### src/rtl/inst_buffer_pkg.sv
// Shared types and default sizing for the instruction fetch buffer.
// Sizing defaults here are what inst_fetch_buffer falls back to.
package inst_buffer_pkg;

    localparam int DEF_ADDR_WIDTH = 64;
    localparam int DEF_INST_WIDTH = 32;
    localparam int DEF_DEPTH      = 4;

    typedef struct packed {
        logic [DEF_ADDR_WIDTH-1:0] pc;
        logic [DEF_INST_WIDTH-1:0] inst;
    } fetch_entry_t;

endpackage

### src/rtl/inst_buffer_ram.sv
// Entry storage for the fetch buffer: one write port, one async read port.
// Contents are never cleared; validity is tracked by the owner's count.
module inst_buffer_ram
    import inst_buffer_pkg::*;
#(
    parameter int  DEPTH   = DEF_DEPTH,
    parameter type entry_t = fetch_entry_t
) (
    input  logic                     clk,
    input  logic                     wr_en,
    input  logic [$clog2(DEPTH)-1:0] wr_addr,
    input  entry_t                   wr_data,
    input  logic [$clog2(DEPTH)-1:0] rd_addr,
    output entry_t                   rd_data
);

    entry_t mem [DEPTH];

    always_ff @(posedge clk) begin
        if (wr_en) begin
            mem[wr_addr] <= wr_data;
        end
    end

    assign rd_data = mem[rd_addr];

endmodule

### src/rtl/inst_fetch_buffer.sv
// Fetch-to-decode instruction FIFO with flush; optional empty-bypass path
// enabled by defining INST_FETCH_BUFFER_BYPASS_EN.
module inst_fetch_buffer
    import inst_buffer_pkg::*;
#(
    parameter int ADDR_WIDTH = DEF_ADDR_WIDTH,
    parameter int INST_WIDTH = DEF_INST_WIDTH,
    parameter int DEPTH      = DEF_DEPTH
) (
    input  logic                     clk,
    input  logic                     reset,
    input  logic                     flush,
    input  logic                     in_valid,
    input  logic [ADDR_WIDTH-1:0]    in_pc,
    input  logic [INST_WIDTH-1:0]    in_inst,
    output logic                     in_ready,
    output logic                     out_valid,
    output logic [ADDR_WIDTH-1:0]    out_pc,
    output logic [INST_WIDTH-1:0]    out_inst,
    input  logic                     out_ready,
    output logic                     buffer_stall,
    output logic                     empty,
    output logic                     full,
    output logic [$clog2(DEPTH):0]   count
);

    localparam int PW = $clog2(DEPTH);
    localparam int CW = PW + 1;

    localparam logic [CW-1:0] CNT_ONE  = CW'(1);
    localparam logic [CW-1:0] CNT_FULL = CW'(DEPTH);
    localparam logic [PW-1:0] PTR_ONE  = PW'(1);

    typedef struct packed {
        logic [ADDR_WIDTH-1:0] pc;
        logic [INST_WIDTH-1:0] inst;
    } entry_t;

    logic [PW-1:0] wr_ptr;
    logic [PW-1:0] rd_ptr;
    logic [CW-1:0] count_q;

    entry_t wr_data;
    entry_t head;

    logic push;
    logic pop;
    logic show_in;
    logic bypass_take;

    assign empty        = (count_q == '0);
    assign full         = (count_q == CNT_FULL);
    assign buffer_stall = full;
    assign in_ready     = !full;
    assign count        = count_q;

`ifdef INST_FETCH_BUFFER_BYPASS_EN
    // While empty, the incoming word is presented straight to decode;
    // if decode takes it now it never needs a slot.
    assign show_in     = empty && in_valid && !flush;
    assign bypass_take = show_in && out_ready;
`else
    assign show_in     = 1'b0;
    assign bypass_take = 1'b0;
`endif

    assign push = in_valid && in_ready && !bypass_take;
    assign pop  = !empty && out_ready;

    assign out_valid = !empty || show_in;
    assign out_pc    = show_in ? in_pc   : head.pc;
    assign out_inst  = show_in ? in_inst : head.inst;

    assign wr_data.pc   = in_pc;
    assign wr_data.inst = in_inst;

    always_ff @(posedge clk) begin
        if (!reset || flush) begin
            wr_ptr  <= '0;
            rd_ptr  <= '0;
            count_q <= '0;
        end else begin
            if (push) begin
                wr_ptr <= wr_ptr + PTR_ONE;
            end
            if (pop) begin
                rd_ptr <= rd_ptr + PTR_ONE;
            end
            unique case ({push, pop})
                2'b10:   count_q <= count_q + CNT_ONE;
                2'b01:   count_q <= count_q - CNT_ONE;
                default: count_q <= count_q;
            endcase
        end
    end

    // Flush and reset squash the write as well as the pointer update.
    inst_buffer_ram #(
        .DEPTH   (DEPTH),
        .entry_t (entry_t)
    ) u_ram (
        .clk     (clk),
        .wr_en   (push && reset && !flush),
        .wr_addr (wr_ptr),
        .wr_data (wr_data),
        .rd_addr (rd_ptr),
        .rd_data (head)
    );

endmodule

### config.mk
export PLATFORM = sky130hd
export DESIGN_NAME = inst_fetch_buffer
export DESIGN_NICKNAME = d
export VERILOG_FILES = /design/src/rtl/inst_buffer_pkg.sv /design/src/rtl/inst_buffer_ram.sv /design/src/rtl/inst_fetch_buffer.sv
export SDC_FILE = /design/constraint.sdc
export NUM_CORES = 1
export LEC_CHECK = 0
export CAP_MARGIN = 20
export CORE_MARGIN = 3
export CORE_UTILIZATION = 46
export DETAILED_ROUTE_END_ITERATION = 10
export PLACE_DENSITY = 0.69
export SLEW_MARGIN = 10
export SYNTH_ARGS = -nofsm -noshare
export SYNTH_HDL_FRONTEND = slang
export SYNTH_HIERARCHICAL = 1
export SYNTH_SLANG_ARGS = --single-unit
### constraint.sdc
create_clock -name clk -period 24.9 [get_ports clk]
set_clock_uncertainty 0.2 [all_clocks]
set_input_delay 4.98 -clock clk [delete_from_list [all_inputs] [get_ports clk]]
set_output_delay 4.98 -clock clk [all_outputs]
set_load 0.01 [all_outputs]
==> flow_summary_export.csv, run 1 <==
group,metric,value,unit
run_status,status,"finished clean",
clock_tree,root_buffer,"clkbuf_16",
yosys,synth_edf_count,384,
sta,holdWs,0.369,ns
clock_tree,cts.sinks,391,
yosys,synth_area,14300,µm²
route,wl_met3,2260,µm
floorplanning,rows,63,
sta,slew_headroom,38.6,%
critical_path,cp-end-kind,"output port",
sta,tightestPinTransition,0.921,ns
sta,totalNegativeSetupSlack,0,ns
yosys,synth_top_area_share,80.8,%
clock_tree,numCtsBuffers,40,
route,wl_met1,11100,µm
clock_tree,insertion_delay,0.52,ns
clock_tree,cts_resized,0,
floorplanning,die_w,182,µm
clock_tree,cts_setup_buffers,0,
flow_run,cap_violations,0,
yosys,ys_types,30,
clock_tree,cts_tree,"built",
final_layout,diodes,0,
critical_path,criticalPathCategory,"reg -> out",
pwr,power_density,76.4,nW/µm²
floorplanning,start_util,47.4,%
route,ant_nets,0,
global_route,grt_max_degree,62,
yosys,synthCells,552,
yosys,syn-num-nets,655,
sta,rsz0062_at_grt,"no",
sta,max_clock_freq,0.121,GHz
critical_path,cp-endpoint,"out_pc[52]",
yosys,synth_ff_type,"edfxtp_1",
yosys,ys_ff_latch,391,
global_route,grt_pass1_wl,41300,µm
critical_path,crit_required,19.72,ns
critical_path,cp.arrival,3.08,ns
route,wl_per_cell,22.3,µm
final_layout,nNetsFinal,887,
sta,slew_viol_final,0,
route,met2_length,13100,µm
sta,hold_violations,0,
sta,min_period,8.26,ns
critical_path,worst-path-max-fanout,61,
pwr,sequentialPowerShare,52.9,%
critical_path,reg2reg_from,"count[2]",
floorplanning,core_area,30100,µm²
yosys,synth-async-reset-ratio,0,%
final_layout,drive_above_1_share,21.3,%
yosys,synth_area_per_cell,25.8,µm²
pwr,switching_share,18.3,%
route,via_count,6444,
global_route,grt_pass1_vias,6998,
place,gp_congestion,0.759,
min_path,whs_path_depth,2,
place,hpwl,16000,µm
route,via_per_inst,5.36,
critical_path,reg2reg_slack,21.72,ns
yosys,yosysSeqAreaShare,81.8,%
route,drtIter0Drc,412,
pwr,pwr-share-clk,42.7,%
global_route,grt_overflow,0,
place,portBuffers,204,
pwr,p_leak,5.62,nW
yosys,ys_warn_count,6,
sta,finalCritPeriodShare,33.2,%
clock_tree,htreeDepth,2,
critical_path,cp-start-kind,"flip-flop",
critical_path,crit_start,"rd_ptr[1]",
pwr,internal_power,1.13,mW
yosys,yosys.area.top_type,"edfxtp_1",
critical_path,r2r-end,"u_ram/mem[2][89]",
pwr,p_sw,0.253,mW
route,highest_layer,"met5",
critical_path,r2r_cells,5,
clock_tree,clk_path_buf_depth,3,
global_route,grt_use_total,16.2,%
place,placed_area,16700,µm²
pwr,combPwrFrac,4.3,%
yosys,synth.area.top_cells,"edfxtp_1 (81%), mux4_2 (15%), dfxtp_1 (0.98%), buf_8 (0.42%), buf_2 (0.39%)",
route,drc,0,
clock_tree,ctsHoldBuffers,0,
floorplanning,pin_count,205,
floorplanning,dieArea,33200,µm²
min_path,hold_path.class,"reg -> reg",
final_layout,syn2layout_area_growth,26.8,%
clock_tree,cts.reportedPaths.clkPinSlew,0.06,ns
floorplanning,die_height,182,µm
pwr,ir_drop,0.0564,mV
route,wl,26800,µm
route,drt_pass1_iterations,5,
global_route,antenna_found_initial,1,
final_layout,fin_area,18100,µm²
sta,setup_violations,0,
==> synth_stat cells, drive strengths merged, types with 2 or more instances <==
master / n
dfxtp: 7
o21ai: 5
a21oi: 5
nand2: 4
nor2: 4
or3: 5
inv: 6
clkbuf: 5
mux4: 96
and3b: 2
xor2: 2
edfxtp: 384
buf: 18
==> placed cells by master, fill, tap and decap left out <==
cell type | netlist | routed
mux4_2 | 96 | 96
fa_1 | 1 | 1
and2_1 | 1 | 1
clkinv_1 | 0 | 5
nand2_1 | 4 | 4
nor3b_2 | 0 | 1
clkdlybuf4s50_1 | 0 | 204
or3_4 | 1 | 1
dfxtp_1 | 7 | 5
or3b_4 | 1 | 1
o21ai_0 | 4 | 4
bufinv_16 | 0 | 5
nor2b_1 | 1 | 1
nand2b_1 | 1 | 1
edfxtp_1 | 384 | 384
clkbuf_8 | 0 | 2
clkbuf_16 | 0 | 42
and3b_4 | 0 | 2
clkinv_8 | 0 | 1
clkbuf_1 | 5 | 7
xor2_1 | 2 | 2
and3_4 | 0 | 1
nand4b_1 | 1 | 1
nor2_1 | 4 | 4
or3_2 | 1 | 1
a21oi_1 | 5 | 5
buf_4 | 1 | 7
inv_2 | 1 | 1
buf_16 | 0 | 2
ha_1 | 1 | 1
or3_1 | 3 | 3
inv_1 | 5 | 5
clkinv_2 | 0 | 8
o21ai_1 | 1 | 1
dfxtp_4 | 0 | 2
==> metal layers <==
metal	global-route usage (%)	vias to the layer above
met5	0	-
met3	4.66	38
met1	22.6	3318
li1	-	2843
met2	25.9	243
met4	3.60	2
==> per-stage QoR <==
stage	power [mW]	setup slack, ns	instances	utilization, %
2_1_floorplan	0.767	11.65	552	-
3_3_place_gp	0.803	16.49	1130	55.5
3_5_place_dp	0.806	16.45	1130	55.5
4_1_cts	1.40	15.88	1200	59.9
5_1_grt	1.43	16.50	1202	60.1
6_report	1.38	16.64	1202	60.1
==> logic make-up (layout without fill, tap and decap cells) <==
| logic type | count (synthesis) | in the layout | synth area share, % |
|---|---|---|---|
| adder cells (fa/ha/maj) | 2 | 2 | 0.228 |
| AO/OA/AOI/OAI | 10 | 10 | 0.351 |
| buffers and inverters | 29 | 289 | 1.37 |
| multiplexers | 96 | 96 | 15.2 |
| XOR/XNOR | 2 | 2 | 0.123 |
| flip-flops | 391 | 391 | 81.8 |
| AND/OR/NAND/NOR | 22 | 22 | 0.965 |
==> worst max-delay path, cell delays in order (launching register included) <==
cell	delay (ns)
dfxtp_4	0.72
buf_4	0.78
mux4_2	0.46
clkdlybuf4s50_1	0.50
==> power by group through the flow <==
stage	registers [mW]	clock network, mW	logic [mW]
after floorplan	0.746	0	0.0208
after global placement	0.746	0	0.0572
after detailed placement	0.747	0	0.0593
after CTS	0.733	0.608	0.0597
after global routing	0.732	0.638	0.0645
final	0.732	0.591	0.0600
==> cell type report <==
class | instances | area, µm²
tap | 390 | 488
clock buffer | 51 | 1100
sequential | 391 | 11700
timing repair buffer | 213 | 2150
clock inverter | 19 | 225
inverter | 6 | 22.5
fill | 2114 | 12000
multi-input combinational | 132 | 2420
==> state kept, by name, summed over array words and instances, names as in the netlist <==
| register | count |
|---|---|
| wr_ptr | 2 |
| u_ram/mem | 384 |
| count | 3 |
| rd_ptr | 2 |
==> worst min path at each step <==
stage / from / to / slack (ns)
after floorplan: rd_ptr[1] / rd_ptr[1] / 0.25
after global placement: count[2] / count[2] / 0.30
after detailed placement: count[2] / count[2] / 0.35
after CTS: count[2] / count[2] / 0.36
after global routing: count[2] / count[2] / 0.38
final: wr_ptr[1] / wr_ptr[1] / 0.37
Power figures use the tool's default switching activity.
==> inputs of run 2 (changes only) <==
==> constraint.sdc (replaced) <==
create_clock -name clk -period 8.07 [get_ports clk]
set_clock_uncertainty 0.2 [all_clocks]
set_input_delay 1.614 -clock clk [delete_from_list [all_inputs] [get_ports clk]]
set_output_delay 1.614 -clock clk [all_outputs]
set_load 0.01 [all_outputs]
==> flow_summary_export.csv, run 2 (same netlist as run 1, synthesis figures left out) <==
group,metric,value,unit
place,dp.cells,1130,
final_layout,final_core_util,59.7,%
final_layout,fin_cells,1206,
route,via_count,6490,
clock_tree,root_buffer,"clkbuf_16",
critical_path,crit_start,"rd_ptr[1]",
critical_path,cp-endpoint,"out_pc[24]",
final_layout,layout_common_cells,"edfxtp_1 (384), clkdlybuf4s50_1 (204), mux4_2 (96)",
route,ant_nets,0,
floorplanning,die_w,182,µm
route,wl,27000,µm
pwr,power_density,230,nW/µm²
final_layout,multi_input_area,2420,µm²
critical_path,crit_required,6.26,ns
clock_tree,cts_setup_buffers,0,
final_layout,ff_latch_area,11700,µm²
global_route,grt_use_total,16.3,%
route,via_per_inst,5.38,
clock_tree,cts.sinks,391,
sta,rsz0062_at_grt,"no",
sta,setup_violations,0,
run_status,status,"finished clean",
flow_run,cap_violations,0,
critical_path,cp-end-kind,"output port",
floorplanning,dieArea,33200,µm²
clock_tree,cts.reportedPaths.clkPinSlew,0.06,ns
clock_tree,numCtsBuffers,41,
final_layout,final_common_cell,"edfxtp_1",
global_route,antenna_found_initial,3,
floorplanning,die_height,182,µm
sta,slew_headroom,29.1,%
final_layout,drive_above_1_share,20.7,%
clock_tree,cts_resized,0,
route,drtIter0Drc,427,
critical_path,reg2reg_slack,4.89,ns
final_layout,largest-register,"u_ram/mem",
final_layout,syn2layout_area_growth,26.1,%
critical_path,cp-start-kind,"flip-flop",
global_route,grt_overflow,0,
global_route,grt_max_degree,58,
pwr,p_leak,5.56,nW
place,hpwl,16200,µm
place,portBuffers,204,
clock_tree,cts_tree,"built",
final_layout,fillers,2129,
critical_path,worst-path-max-fanout,56,
sta,totalNegativeSetupSlack,0,ns
clock_tree,clk_path_buf_depth,3,
sta,hold_violations,0,
route,drc,0,
critical_path,cp.arrival,3.03,ns
sta,max_clock_freq,0.207,GHz
floorplanning,start_util,47.4,%
sta,min_period,4.84,ns
floorplanning,rows,63,
route,drt_pass1_iterations,4,
global_route,grt_pass1_wl,41500,µm
pwr,ir_drop,0.148,mV
critical_path,r2r-end,"u_ram/mem[1][13]",
sta,tightestPinTransition,1.06,ns
place,gp_congestion,0.807,
final_layout,nNetsFinal,887,
min_path,hold_path.class,"reg -> reg",
global_route,grt_pass1_vias,7075,
sta,finalCritPeriodShare,60.0,%
clock_tree,htreeDepth,2,
floorplanning,core_area,30100,µm²
floorplanning,pin_count,205,
clock_tree,insertion_delay,0.50,ns
critical_path,criticalPathCategory,"reg -> out",
final_layout,largest_reg_flops,384,
route,wl_per_cell,22.4,µm
sta,slew_viol_final,0,
clock_tree,ctsHoldBuffers,0,
critical_path,r2r_cells,5,
critical_path,reg2reg_from,"count[2]",
## run 2: worst max-delay path, cell delays in order, from the launching register on
cell and delay, ns:
dfxtp_4 0.74, buf_4 0.76, mux4_2 0.45, clkdlybuf4s50_1 0.50
## run 2: per-stage QoR
step	hold WS [ns]	power, mW	worst slack (ns)	cell area, µm²
3_5_place_dp	0.335	2.49	3.19	16700
2_1_floorplan	0.255	2.37	1.63	14300
3_3_place_gp	0.307	2.48	3.34	16700
5_1_grt	0.396	4.29	3.07	18000
6_report	0.363	4.14	3.23	18000
4_1_cts	0.352	4.19	2.99	18000
## run 2: final cells by class
| type | count | share of cell area, % |
|---|---|---|
| Clock buffer | 59 | 6.36 |
| Sequential cell | 391 | 64.9 |
| Antenna cell | 3 | 0.0417 |
| Timing Repair Buffer | 212 | 11.9 |
| Tap cell | 390 | 2.71 |
| Clock inverter | 13 | 0.487 |
| Multi-Input combinational cell | 132 | 13.5 |
| Inverter | 6 | 0.125 |
## run 2: metal layers
layer / global-route usage (%) / part of all wire, %
met2: 26.1 / 50
met1: 22.4 / 40
met3: 5.02 / 8.3
met4: 3.78 / 1.4
met5: 0 / 0.10
## run 2: worst min path at each step
stage / start / end / slack, ns / cells past startpoint
after floorplan: rd_ptr[1] / rd_ptr[1] / 0.25 / 2
after global placement: count[2] / count[2] / 0.31 / 2
after detailed placement: count[2] / count[2] / 0.33 / 2
after CTS: count[2] / count[2] / 0.35 / 2
after global routing: count[2] / count[2] / 0.40 / 2
final: count[2] / count[2] / 0.36 / 2
## run 2: power by group
part	internal, mW	switching (mW)	total, mW
logic	0.108	0.0782	0.186
clock network	1.01	0.688	1.70
registers	2.25	0.00662	2.26
total	3.37	0.773	4.14
==> inputs of run 3 (changes only) <==
==> constraint.sdc (replaced) <==
create_clock -name clk -period 4.95 [get_ports clk]
set_clock_uncertainty 0.2 [all_clocks]
set_input_delay 0.99 -clock clk [delete_from_list [all_inputs] [get_ports clk]]
set_output_delay 0.99 -clock clk [all_outputs]
set_load 0.01 [all_outputs]
==> flow_summary_export.csv, run 3 (same netlist as run 1, synthesis figures left out) <==
group,metric,value,unit
route,drc,0,
route,highest_layer,"met5",
critical_path,worst-path-max-fanout,37,
route,wl_met3,2380,µm
critical_path,reg2reg_from,"count[0]",
route,via_per_inst,5.47,
clock_tree,cts_setup_buffers,0,
final_layout,fillers,2117,
floorplanning,pin_count,205,
pwr,combPwrFrac,4.5,%
clock_tree,cts_resized,0,
critical_path,cp-end-kind,"output port",
route,wl_met1,11700,µm
route,wl,28000,µm
pwr,p_sw,1.30,mW
pwr,switching_share,19.0,%
place,portBuffers,204,
critical_path,critPathTopFamily,"buffers and inverters",
min_path,hold_path.class,"reg -> reg",
critical_path,crit_buf_inv,2,
floorplanning,start_util,47.4,%
floorplanning,dieArea,33200,µm²
pwr,power_density,379,nW/µm²
sta,min_period,4.00,ns
min_path,whs_path_depth,2,
critical_path,critical-path-max-stage-delay,0.79,ns
global_route,antenna_found_initial,2,
final_layout,nNetsFinal,888,
global_route,grt_use_total,16.8,%
route,drt_pass1_iterations,5,
global_route,grt_pass1_vias,7097,
clock_tree,ctsHoldBuffers,0,
final_layout,layout_common_cells,"edfxtp_1 (384), clkdlybuf4s50_1 (204), mux4_2 (96)",
pwr,p_leak,5.59,nW
global_route,grt_overflow,0,
sta,rsz0062_at_grt,"no",
clock_tree,clk_path_buf_depth,3,
clock_tree,cts.sinks,391,
final_layout,fin_area,18100,µm²
route,ant_nets,0,
sta,max_clock_freq,0.250,GHz
pwr,sequentialPowerShare,53.9,%
route,met2_length,13500,µm
floorplanning,core_area,30100,µm²
sta,slew_headroom,37.9,%
critical_path,reg2reg_slack,2.26,ns
min_path,holdPathEnd,"count[2]",
route,via_count,6572,
sta,setup_violations,0,
sta,totalNegativeSetupSlack,0,ns
critical_path,r2r-end,"u_ram/mem[1][30]",
final_layout,syn2layout_area_growth,26.6,%
route,drtIter0Drc,626,
clock_tree,insertion_delay,0.51,ns
final_layout,diodes,0,
final_layout,largest-register,"u_ram/mem",
floorplanning,die_height,182,µm
critical_path,crit_chain,"buf_12 -> mux4_2 -> clkdlybuf4s50_1",
run_status,status,"finished clean",
place,gp_congestion,0.760,
route,wl_per_cell,23.3,µm
place,placed_area,16800,µm²
critical_path,cp.arrival,2.81,ns
pwr,internal_power,5.53,mW
final_layout,final_common_cell,"edfxtp_1",
sta,finalCritPeriodShare,80.9,%
critical_path,crit_required,3.76,ns
critical_path,r2r_cells,5,
critical_path,criticalPathCategory,"reg -> out",
critical_path,cp_slowest_cell,"dfxtp_4",
sta,tightestPinTransition,0.931,ns
clock_tree,root_buffer,"clkbuf_16",
final_layout,largest_reg_flops,384,
pwr,pwr-share-clk,41.6,%
global_route,grt_max_degree,62,
clock_tree,cts.reportedPaths.clkPinSlew,0.06,ns
clock_tree,cts_tree,"built",
critical_path,crit_start,"rd_ptr[0]",
clock_tree,htreeDepth,2,
flow_run,cap_violations,0,
pwr,ir_drop,0.241,mV
sta,slew_viol_final,0,
floorplanning,die_w,182,µm
place,hpwl,17100,µm
sta,hold_violations,0,
min_path,min_from,"count[2]",
floorplanning,rows,63,
final_layout,drive_above_1_share,21.5,%
global_route,grt_pass1_wl,42700,µm
critical_path,cp-start-kind,"flip-flop",
clock_tree,numCtsBuffers,39,
run 3: cell types whose count changed in the layout (fill, tap and decap cells not counted), sizes merged:
cell and change:
clkbuf -13, buf +3, bufinv +3, clkinv +3, diode -3, clkinvlp +1, inv +1
run 3: stage by stage:
step                      utilization [%]  hold slack (ns)  std cells  worst slack, ns  power [mW]
after floorplan                         -            0.255        552            0.473        3.86
after global placement               55.8            0.305       1134             1.30        4.05
after detailed placement             55.8            0.323       1134             1.27        4.06
after CTS                            60.0            0.332       1201            0.843        6.91
after global routing                 60.0            0.366       1201            0.760        7.07
final                                60.0            0.331       1201            0.946        6.84
run 3: cell type report:
cell class	count	area [µm²]	share of cell area, %
clock buffer	46	1020	5.67
clock inverter	21	221	1.23
inverter	6	22.5	0.125
multi-input combinational	132	2420	13.4
sequential	391	11700	64.7
tap	390	488	2.70
timing repair buffer	215	2200	12.2
run 3: worst max-delay path by stage:
stage                       end  depth (start not counted)
2_1_floorplan   u_ram/mem[0][0]                          3
3_3_place_gp   u_ram/mem[1][35]                          5
3_5_place_dp   u_ram/mem[1][47]                          5
4_1_cts             out_inst[1]                          3
5_1_grt             out_inst[1]                          3
6_report             out_pc[23]                          3
run 3: worst reg2reg max path: stages (launching register included):
cell	delay (ns)
dfxtp_1	0.44
or3b_4	0.20
nand2_1	0.07
nor2_1	0.25
and3b_4	0.74
buf_4	0.46
run 3: power groups by stage:
stage	Combinational (mW)	Clock, mW	Sequential [mW]
final	0.306	2.85	3.68
after detailed placement	0.309	0	3.75
after CTS	0.311	2.92	3.68
after global placement	0.301	0	3.75
after global routing	0.327	3.06	3.68
after floorplan	0.105	0	3.75
run 3: layer usage:
layer | track usage [%] | vias to the layer above
li1 | - | 2837
met2 | 26.4 | 265
met1 | 24.0 | 3418
met5 | 0 | -
met3 | 4.82 | 48
met4 | 3.41 | 4
==> RTL edit 1: new RTL, settings of run 1 <==
Put one more register stage on the output `count`. The value now appears one clock later. The other outputs are not delayed to match.
--- a/src/rtl/inst_fetch_buffer.sv
+++ b/src/rtl/inst_fetch_buffer.sv
@@ -52,7 +52,9 @@
     assign full         = (count_q == CNT_FULL);
     assign buffer_stall = full;
     assign in_ready     = !full;
-    assign count        = count_q;
+    always_ff @(posedge clk) begin
+        count <= count_q;
+    end
 
 `ifdef INST_FETCH_BUFFER_BYPASS_EN
     // While empty, the incoming word is presented straight to decode;
Function: changed (a bounded check fails within 4 cycles, from zero or initial values).
==> RTL edit 1 against run 1 <==
Synthesized area grew 0.39%; setup slack lost 0.16 ns; count of clock-buffer cells in the layout shrank 1; clock power grew 2%; maximum frequency shrank 1.9%; non-clock buffer count is the same; total power grew 1.1%; sequential cell count grew 3; via count grew 2.5%; routed wire length grew 3.0%; cell area grew 0.30%; critical path depth grew 2; critical endpoint is now out_inst[31]; largest power group unchanged; highest routed layer unchanged.
==> RTL edit 1: results (changes against run 1) <==
[grt]
antenna_found_initial=2  ; +1
grtUsageTotal=0.1688  ; +0.006762
grt_first_pass_wirelength_um=43090  ; +4.4%
grt_pass1_vias=7191  ; +2.8%

[synthesis]
synthAdderAreaFrac=0.002271  ; -0.000008964
yosysUniqueCellTypes=26  ; -13%
synthCells=555  ; +0.54%
synth_compound_area_frac=0.003669  ; +0.0001609
synth-xor-area-share=0.001835  ; +0.0006067
syn-num-nets=658  ; +0.46%
ys_seq_area_frac=0.8191  ; +0.0009771
synthTopCellsByCount=edfxtp_1, mux4_2, buf_2, dfxtp_1

[place]
gp_congestion=0.7283  ; -4.0%
dp_hpwl_um=16560  ; +3.5%
dp.cells=1132  ; +0.18%
place_ws_ns=16.43  ; -0.02160 ns

[worst_hold_path]
holdPathStages=0  ; -2
hp-start=count_q[2]$_SDFFE_PP0P_

[timing]
period_needed_ns=8.414  ; +0.1571 ns

[routing]
wl_per_cell_um=22.92  ; +2.7%
vias=6608  ; +2.5%
dr.pass1.iters=4  ; -1

[critical_path]
r2r-start=count_q[0]$_SDFFE_PP0P_
crit_start=rd_ptr[0]$_SDFFE_PP0P_
slowest_stage=clkdlybuf4s50_1
path_max_fanout=40  ; -34%
cp.arrival_ns=3.23  ; +0.15 ns

[clock_network]
cts_buffers=39  ; -2.5%

[final_layout]
final_nets=888  ; +0.11%

[pwr]
powerClk_mw=0.600  ; +2%
power.leakage_nw=5.642  ; +0.38%
p_sw_frac=0.1854  ; +0.002214

[run_status]
status=finished, final reports clean

[RTL edit 1: final cells by class]
type | count | area (um^2)
clock buffers | 50 | 1039
fillers | 2094 | 12050
inverters | 7 | 26.28
repair buffers | 213 | 2150
multi-input cells | 130 | 2406
clock inverters | 21 | 294.0
well taps | 390 | 488.0
flip-flops and latches | 394 | 11740
[RTL edit 1: metal layers]
| layer | GRT usage | wire length [um] | vias to the layer above |
|---|---|---|---|
| met3 | 0.05661 | 2374 | 50 |
| met1 | 0.2194 | 10690 | 3478 |
| met5 | 0 | 22 | - |
| li1 | - | - | 2841 |
| met4 | 0.03870 | 488 | 4 |
| met2 | 0.2800 | 14050 | 235 |
[RTL edit 1: through the flow]
step,utilization,hold slack (ns),instance area (um^2)
after floorplan,-,0.1765,14320
after global placement,0.5549,0.2017,16750
after detailed placement,0.5549,0.2170,16750
after CTS,0.5991,0.2231,18090
after global routing,0.6009,0.2531,18140
final,0.6009,0.2253,18140
==> RTL edit 2: new RTL, config.mk and constraints of run 1 <==
Made on the original files. Build with the macro `INST_FETCH_BUFFER_BYPASS_EN` defined.
--- a/src/rtl/inst_fetch_buffer.sv
+++ b/src/rtl/inst_fetch_buffer.sv
@@ -1,5 +1,7 @@
 // Fetch-to-decode instruction FIFO with flush; optional empty-bypass path
 // enabled by defining INST_FETCH_BUFFER_BYPASS_EN.
+`define INST_FETCH_BUFFER_BYPASS_EN
+
 module inst_fetch_buffer
     import inst_buffer_pkg::*;
 #(
Formal check against the unedited RTL: not equivalent (Yosys sat finds a counterexample within 4 cycles, from zero or initial values).
==> RTL edit 2 against run 1 <==
Synthesized area rose by 9.3%; count of clock-buffer cells in the layout rose by 4; via count rose by 13%; utilization fell by 1.6 points; total power rose by 0.94%; combinational power rose by 87%; sequential cell count did not move; sequential share of layout area fell by 3.9 points; routed wire length rose by 9.0%; maximum frequency fell by 37%; cell area rose by 6.5%; setup slack got worse by 4.9 ns; cell count rose by 12%; critical endpoint is now out_pc[41]; largest power group unchanged; highest routed layer is now met4.
==> RTL edit 2: results (changes against run 1) <==
[run_status]
status=finished, final reports clean

[critical_path]
slowest_delay_ns=0.78  ; about the same
path_max_fanout=54  ; -11%
r2r_end=u_ram/mem[2][90]$_DFFE_PP_
rrSetupSlack_ns=21.66  ; -0.06 ns
r2r-start=count[1]$_SDFFE_PP0P_
cp.arrival_ns=7.98  ; +4.90 ns
slowest_stage=nand3b_4
crit_start=flush

[final_layout]
final_nets=984  ; +11%
fill_cells=2363  ; +12%
drive_gt1_frac=0.2867  ; +0.07361
max_flop_register=u_ram/mem
largest_reg_flops=384  ; unchanged

[synthesis]
syn-num-nets=762  ; +16%
synth_ff_type=edfxtp_1
synthTopCellsByArea=edfxtp_1, mux4_2, mux2_2, mux2_4, dfxtp_1
ys_seq_area_frac=0.7483  ; -0.06977
synthTopCellsByCount=edfxtp_1, mux4_2, mux2_2, mux2_4, buf_2
syn_area_per_cell_um2=23.67  ; -8.4%

[routing]
ant_nets=0  ; unchanged
dr_wl_met3_um=1921  ; -15%
topRoutingLayerUsed=met4
dr.first_iter.drc_count=513  ; +25%
vias_per_cell=5.392  ; +0.58%
wl_per_cell_um=21.67  ; -2.9%
route.met2.wl_um=13750  ; +4.9%
drt-met1-wl_um=13020  ; +17%
finalWirelength_um=29230  ; +9.0%
dr.pass1.iters=4  ; -1

[grt]
grt_pass1_vias=7819  ; +12%
grt_first_pass_wirelength_um=45370  ; +10%
grtUsageTotal=0.1618  ; -0.0002096
grt_max_degree=66  ; +6.5%
antenna_found_initial=0  ; -1

[worst_hold_path]
holdPathStages=2  ; unchanged
worstHoldEndpoint=wr_ptr[1]$_SDFFE_PP0P_
hp-start=wr_ptr[1]$_SDFFE_PP0P_

[clock_network]
clockBufferDepth=3  ; unchanged
post_cts_buffers=0  ; unchanged
cts_buffers=40  ; unchanged
cts-root-buf=clkbuf_16

[pwr]
power.leakage_nw=6.142  ; +9.3%
ir_worst_vdd_v=0.00004341  ; -23%

[place]
portBuffers=204  ; unchanged
dp.cells=1280  ; +13%
dp_hpwl_um=16890  ; +5.6%
gp_congestion=0.6979  ; -8.0%

[timing]
worstMarginPinSlew_ns=1.001  ; +0.08057 ns

RTL edit 2: changes by cell type after synthesis, moves of 2 or more:
cell / before / now
buf_6: 1 / 6
mux2_4: 0 / 40
xnor2_1: 0 / 2
mux2_2: 0 / 56
nor2_1: 4 / 8
a21oi_1: 5 / 3
buf_2: 11 / 16
nand2_1: 4 / 1
RTL edit 2: cells by family after synthesis:
kind of cell / count (synthesis) / share of synthesized area
muxes: 192 / 0.2176
xor gates and xnor gates: 5 / 0.002808
DFF: 391 / 0.7483
and+or+nand+nor: 21 / 0.008424
adders and majority gates: 2 / 0.002086
AOI/OAI and AO/OA: 8 / 0.002808
buffers and inverters: 40 / 0.01797
RTL edit 2: where the power goes:
group | internal (mW) | switching, mW | leakage, nW
Combinational | 0.0660 | 0.0465 | 2.04
Sequential | 0.731 | 0.00256 | 3.52
Clock | 0.323 | 0.227 | 0.581
RTL edit 2: how the worst max path moves through the flow:
stage,endpoint,depth (start not counted)
floorplan,u_ram/mem[0][0]$_DFFE_PP_,4
global placement,out_pc[41],5
detailed placement,out_pc[11],5
CTS,out_pc[11],5
global route,out_pc[37],5
finish,out_pc[41],5
RTL edit 2: tightest hold or removal path, stage by stage (launching register included):
cell	delay, ns
dfxtp_1	0.35
o21ai_0	0.09
a21oi_1	0.06
RTL edit 2: final cells by class:
class,instances,area (um^2),area share
Sequential cell,391,11680,0.6063
Tap cell,442,553.0,0.02871
Timing Repair Buffer,214,2137,0.1110
Clock buffer,55,1079,0.05600
Clock inverter,13,120.1,0.006236
Multi-Input combinational cell,228,3671,0.1906
Inverter,6,22.52,0.001169
RTL edit 2: routing by layer:
metal  vias up  GRT usage
li1       3227          -
met1      3762     0.2341
met2       242     0.2580
met3        43    0.03354
met4         0    0.03641
met5         -          0
RTL edit 2: metrics by stage:
step	setup WS, ns	power [mW]	area [um^2]	util	hold slack [ns]
detailed placement	11.70	0.8608	18030	0.5474	0.3378
global route	11.54	1.447	19260	0.5846	0.3726
global placement	11.77	0.8591	18030	0.5474	0.3261
finish	11.74	1.396	19260	0.5846	0.3451
CTS	11.70	1.415	19230	0.5837	0.3436
floorplan	11.45	0.8014	15600	-	0.2738
